[config.mk]
export PLATFORM = sky130hd
export DESIGN_NAME = trp_engine
export DESIGN_NICKNAME = d
export VERILOG_FILES = /design/src/rtl/trp_engine.sv
export SDC_FILE = /design/constraint.sdc
export NUM_CORES = 1
export LEC_CHECK = 0
export BUFFER_PORTS_ARGS = -buffer_cell sky130_fd_sc_hd__buf_4
export CORE_AREA = 2 2 264 266
export DETAILED_ROUTE_END_ITERATION = 6
export DIE_AREA = 0 0 266 268
export PLACE_DENSITY = 0.4
export SYNTH_ARGS = -nofsm -noshare
export SYNTH_HDL_FRONTEND = slang
export SYNTH_SLANG_ARGS = --single-unit
[constraint.sdc]
create_clock -name clk -period 15.3 [get_ports clk]
set_clock_uncertainty 0.2 [all_clocks]
set_input_delay 4.59 -clock clk [delete_from_list [all_inputs] [get_ports clk]]
set_output_delay 4.59 -clock clk [all_outputs]
set_load 0.1 [all_outputs]
[src/rtl/trp_engine.sv]
// rtl/trp_engine.sv - transpose/reduction engine for LANES-wide signed vectors
module trp_engine #(
   parameter int WIDTH = 16,
   parameter int LANES = 4
) (
   input  logic                   clk,
   input  logic                   resetn,
   input  logic                   en,
   input  logic [LANES*WIDTH-1:0] a,
   input  logic [1:0]             mode,
   input  logic                   read,
   output logic                   busy,
   output logic                   valid,
   output logic [LANES*WIDTH-1:0] out
);

   localparam int CW = (LANES > 1) ? $clog2(LANES) : 1;

   typedef enum logic [1:0] {IDLE, FILL, DRAIN} state_t;

   state_t           state;
   logic [CW-1:0]    row_cnt;
   logic [CW-1:0]    col_cnt;
   logic [WIDTH-1:0] tile [LANES][LANES];

   logic                   s1_valid;
   logic [1:0]             s1_mode;
   logic [LANES*WIDTH-1:0] s1_data;
   logic                   s2_valid;
   logic [WIDTH-1:0]       s2_res;
   logic [WIDTH-1:0]       red_res;
   logic [WIDTH-1:0]       lane;

   logic accept;
   logic red_accept;
   logic row_accept;

   assign accept     = en && !busy;
   assign red_accept = accept && (mode != 2'b11) && (state == IDLE);
   assign row_accept = accept && (mode == 2'b11) && (state != DRAIN);

   // Stage 1: capture the vector and operation of an accepted reduction beat
   always_ff @(posedge clk or negedge resetn) begin
      if (!resetn) begin
         s1_valid <= 1'b0;
         s1_mode  <= 2'b00;
         s1_data  <= '0;
      end else begin
         s1_valid <= red_accept;
         if (red_accept) begin
            s1_mode <= mode;
            s1_data <= a;
         end
      end
   end

   // Fold all lanes into one scalar: wrapping sum or signed max/min
   always_comb begin
      red_res = s1_data[WIDTH-1:0];
      lane    = '0;
      for (int i = 1; i < LANES; i++) begin
         lane = s1_data[i*WIDTH +: WIDTH];
         case (s1_mode)
            2'b00:   red_res = red_res + lane;
            2'b01:   if ($signed(lane) > $signed(red_res)) red_res = lane;
            default: if ($signed(lane) < $signed(red_res)) red_res = lane;
         endcase
      end
   end

   // Stage 2: result register, kept at zero when no result is present
   always_ff @(posedge clk or negedge resetn) begin
      if (!resetn) begin
         s2_valid <= 1'b0;
         s2_res   <= '0;
      end else begin
         s2_valid <= s1_valid;
         s2_res   <= s1_valid ? red_res : '0;
      end
   end

   // Transpose FSM: fill rows, then drain columns under the read handshake
   always_ff @(posedge clk or negedge resetn) begin
      if (!resetn) begin
         state   <= IDLE;
         row_cnt <= '0;
         col_cnt <= '0;
         busy    <= 1'b0;
         for (int r = 0; r < LANES; r++) begin
            for (int c = 0; c < LANES; c++) begin
               tile[r][c] <= '0;
            end
         end
      end else begin
         if (row_accept) begin
            for (int c = 0; c < LANES; c++) begin
               tile[row_cnt][c] <= a[c*WIDTH +: WIDTH];
            end
            row_cnt <= row_cnt + 1'b1;
         end
         case (state)
            IDLE: begin
               if (row_accept) state <= FILL;
            end
            FILL: begin
               if (row_accept && row_cnt == CW'(LANES-1)) begin
                  state   <= DRAIN;
                  col_cnt <= '0;
                  busy    <= 1'b1;
               end
            end
            DRAIN: begin
               if (read) begin
                  col_cnt <= col_cnt + 1'b1;
                  if (col_cnt == CW'(LANES-1)) begin
                     state <= IDLE;
                     busy  <= 1'b0;
                  end
               end
            end
            default: begin
               state   <= IDLE;
               busy    <= 1'b0;
               row_cnt <= '0;
            end
         endcase
      end
   end

   // Output select: tile column while draining, otherwise the reduction result
   always_comb begin
      out   = '0;
      valid = s2_valid;
      if (state == DRAIN) begin
         valid = 1'b1;
         for (int j = 0; j < LANES; j++) begin
            out[j*WIDTH +: WIDTH] = tile[j][col_cnt];
         end
      end else begin
         out[WIDTH-1:0] = s2_res;
      end
   end

endmodule

==> results.yml <==
sta:
  period_share: 0.629
  worstMarginPinSlew_ns: 1.05
  rsz0062_at_grt: "false"
  slew_headroom: 0.298
  final-max-slew-violation-count: 0
  setup_tns_ns: 0
  finalHoldViolCount: 0
  fin_crit_ns: 9.63
  setup_viol: 0
  timing.hold.ws_ns: 0.297
  fmax_ghz: 0.104
setup_path:
  startpoint_type: "flop"
  reg2reg_from: "s1_data[15]"
  r2r_slack_ns: 5.67
  worstPathRequired_ns: 15.54
  worst-setup-path-type: "flop to flop"
  arrival_ns: 9.87
  slowest_delay_ns: 0.73
  worstSetupEndpointType: "flop"
  slowest_stage: "mux2i_2"
  r2r-end: "s2_res[12]"
  r2r_cells: 30
  cp_max_fo: 15
status:
  status: "finished clean"
die:
  rows: 96
  die_area_mm2: 0.0713
  fp.dieH_um: 268
  boundaryPins: 136
  die_w_um: 266
  initial_core_util: 0.289
  design.core.area_mm2: 0.0682
clock_network:
  post_cts_buffers: 0
  cts-root-buf: "clkbuf_16"
  cts_hold_buf: 0
  clkLatencyLatePin_ns: 0.56
  cts-resized-gates: 0
  cts-buffers-inserted: 39
  cts.clk_slew.worst_paths_ns: 0.06
  cts_tree: "done"
  cts_buffer_depth: 3
  h-tree-depth: 2
  clock_sinks: 347
finish:
  nets: 2048
  fillers: 6919
  post-route-util: 0.335
  drive_above_1_share: 0.302
  layout_commonest_cell: "dfrtp_1"
  layout_common_cells: "345 x dfrtp_1, 257 x mux2_2, 245 x nand2_1"
  fin_cells: 2778
  antenna_cells: 0
  area_delta_synth_final_pct: 16.0
synth:
  syn_area_per_cell_um2: 11.2
  ys_warn_count: 0
  yosysTopAreaCell: "dfrtp_1"
  netlist_area_mm2: 0.0197
  ys.flop_type: "dfrtp_1"
  synthArstFlopShare: 1.00
  synth_area_leaders: "dfrtp_1 44%, mux2_2 15%, mux4_2 7.3%"
  syn-num-nets: 1938
  seq_area_frac_synth: 0.440
  synth-edff-count: 0
  ys_ff_latch: 347
  synth_top_cell_area_share: 0.440
  ys_types: 79
  netlist_instances: 1763
route:
  highest_layer: "met4"
  drt-initial-drc-count: 845
  wl_met1_mm: 30.9
  dr_wl_met2_mm: 28.2
  wl_met3_mm: 2.36
  routed_wl_mm: 62.9
  postRouteAntennaNets: 0
  drc_errors: 0
  routedWlPerCell_um: 22.7
  vias: 14400
  viasPerCell: 5.18
  firstDrtPassIters: 7
global_route:
  grt_max_degree: 95
  grt_pass1_vias: 14900
  gr-total-overflow: 0
  antenna_found_initial: 1
  grt_util_all_layers: 0.177
  grt_pass1_wl_mm: 95.9
place:
  place_hpwl_mm: 45.3
  gp_congestion: 0.876
  dpl.cell_count: 2714
  portBuffers: 135
min_path:
  whs_endpoint: "tile[28]"
  min_from: "tile[28]"
  whs_path_depth: 1
  hp-class: "flop to flop"
job:
  max-cap-violations: 0
-- through the flow --
| stage | worst slack (ns) | area, µm² |
|---|---|---|
| detailed placement | 5.75 | 21700 |
| global route | 4.83 | 22900 |
| global placement | 5.89 | 21700 |
| finish | 5.67 | 22900 |
| CTS | 5.66 | 22900 |
| floorplan | 7.85 | 19700 |
-- cells by family (layout without fill, tap and decap cells) --
logic type | Yosys count | count (layout) | share of synthesized area
muxes | 334 | 334 | 0.227
xor gates and xnor gates | 32 | 32 | 0.0142
buffers and inverters | 164 | 297 | 0.0323
and+or+nand+nor | 486 | 486 | 0.117
adders and majority gates | 105 | 105 | 0.0678
DFF | 347 | 347 | 0.440
AOI/OAI and AO/OA | 295 | 295 | 0.102
-- worst max path at each step --
| stage | end | depth (start not counted) | startpoint | slack (ns) |
|---|---|---|---|---|
| global placement | s2_res[2] | 30 | s1_data[31] | 5.89 |
| detailed placement | s2_res[2] | 30 | s1_data[31] | 5.75 |
| global route | s2_res[12] | 30 | s1_data[15] | 4.83 |
| CTS | s2_res[12] | 30 | s1_data[15] | 5.66 |
| finish | s2_res[12] | 30 | s1_data[15] | 5.67 |
| floorplan | s2_res[12] | 31 | s1_data[31] | 7.85 |
-- worst max-delay path, delay by kind of cell (launching register included) --
family	cells	cell delay (ns)
compound gates	13	3.70
simple gates	8	2.13
mux	3	1.41
fa+ha+maj	3	1.34
flops	1	0.36
buf+inv	3	0.36
-- synthesized netlist by cell type, drive strengths merged, types with 11 or more instances --
| library cell | count |
|---|---|
| or3 | 12 |
| buf | 19 |
| clkbuf | 66 |
| and2 | 53 |
| nand3 | 22 |
| a21oi | 74 |
| o21ai | 72 |
| mux4 | 64 |
| nor3 | 24 |
| nor2 | 57 |
| o221ai | 15 |
| mux2i | 13 |
| dfrtp | 347 |
| nand2 | 249 |
| mux2 | 257 |
| xnor2 | 28 |
| nand2b | 19 |
| inv | 79 |
| ha | 102 |
| a21o | 19 |
| nor2b | 11 |
-- sequential cells by signal, indices dropped and copies added, names as in the netlist --
register  flops
busy          1
col_cnt       2
row_cnt       2
s1_data      64
s1_mode       2
s1_valid      1
s2_res       16
s2_valid      1
state         2
tile        256
-- per-layer routing --
layer  vias to the layer above  track usage
met5                         -            0
met4                         0       0.0477
met3                        68       0.0241
met2                       274        0.276
met1                      7491        0.258
li1                       6553            -
-- cell type report --
class                      instances  area [µm²]  share of cell area
clock buffer                      54        1080              0.0473
clock inverter                    10         111             0.00487
tap                              882        1100              0.0482
timing repair buffer             154        1160              0.0509
sequential                       347        8690               0.380
multi-input combinational       1252       10400               0.456
inverter                          79         297              0.0130
Power is not shown: default switching activity piles up to over one toggle a cycle in this logic, so the estimate is an artifact.
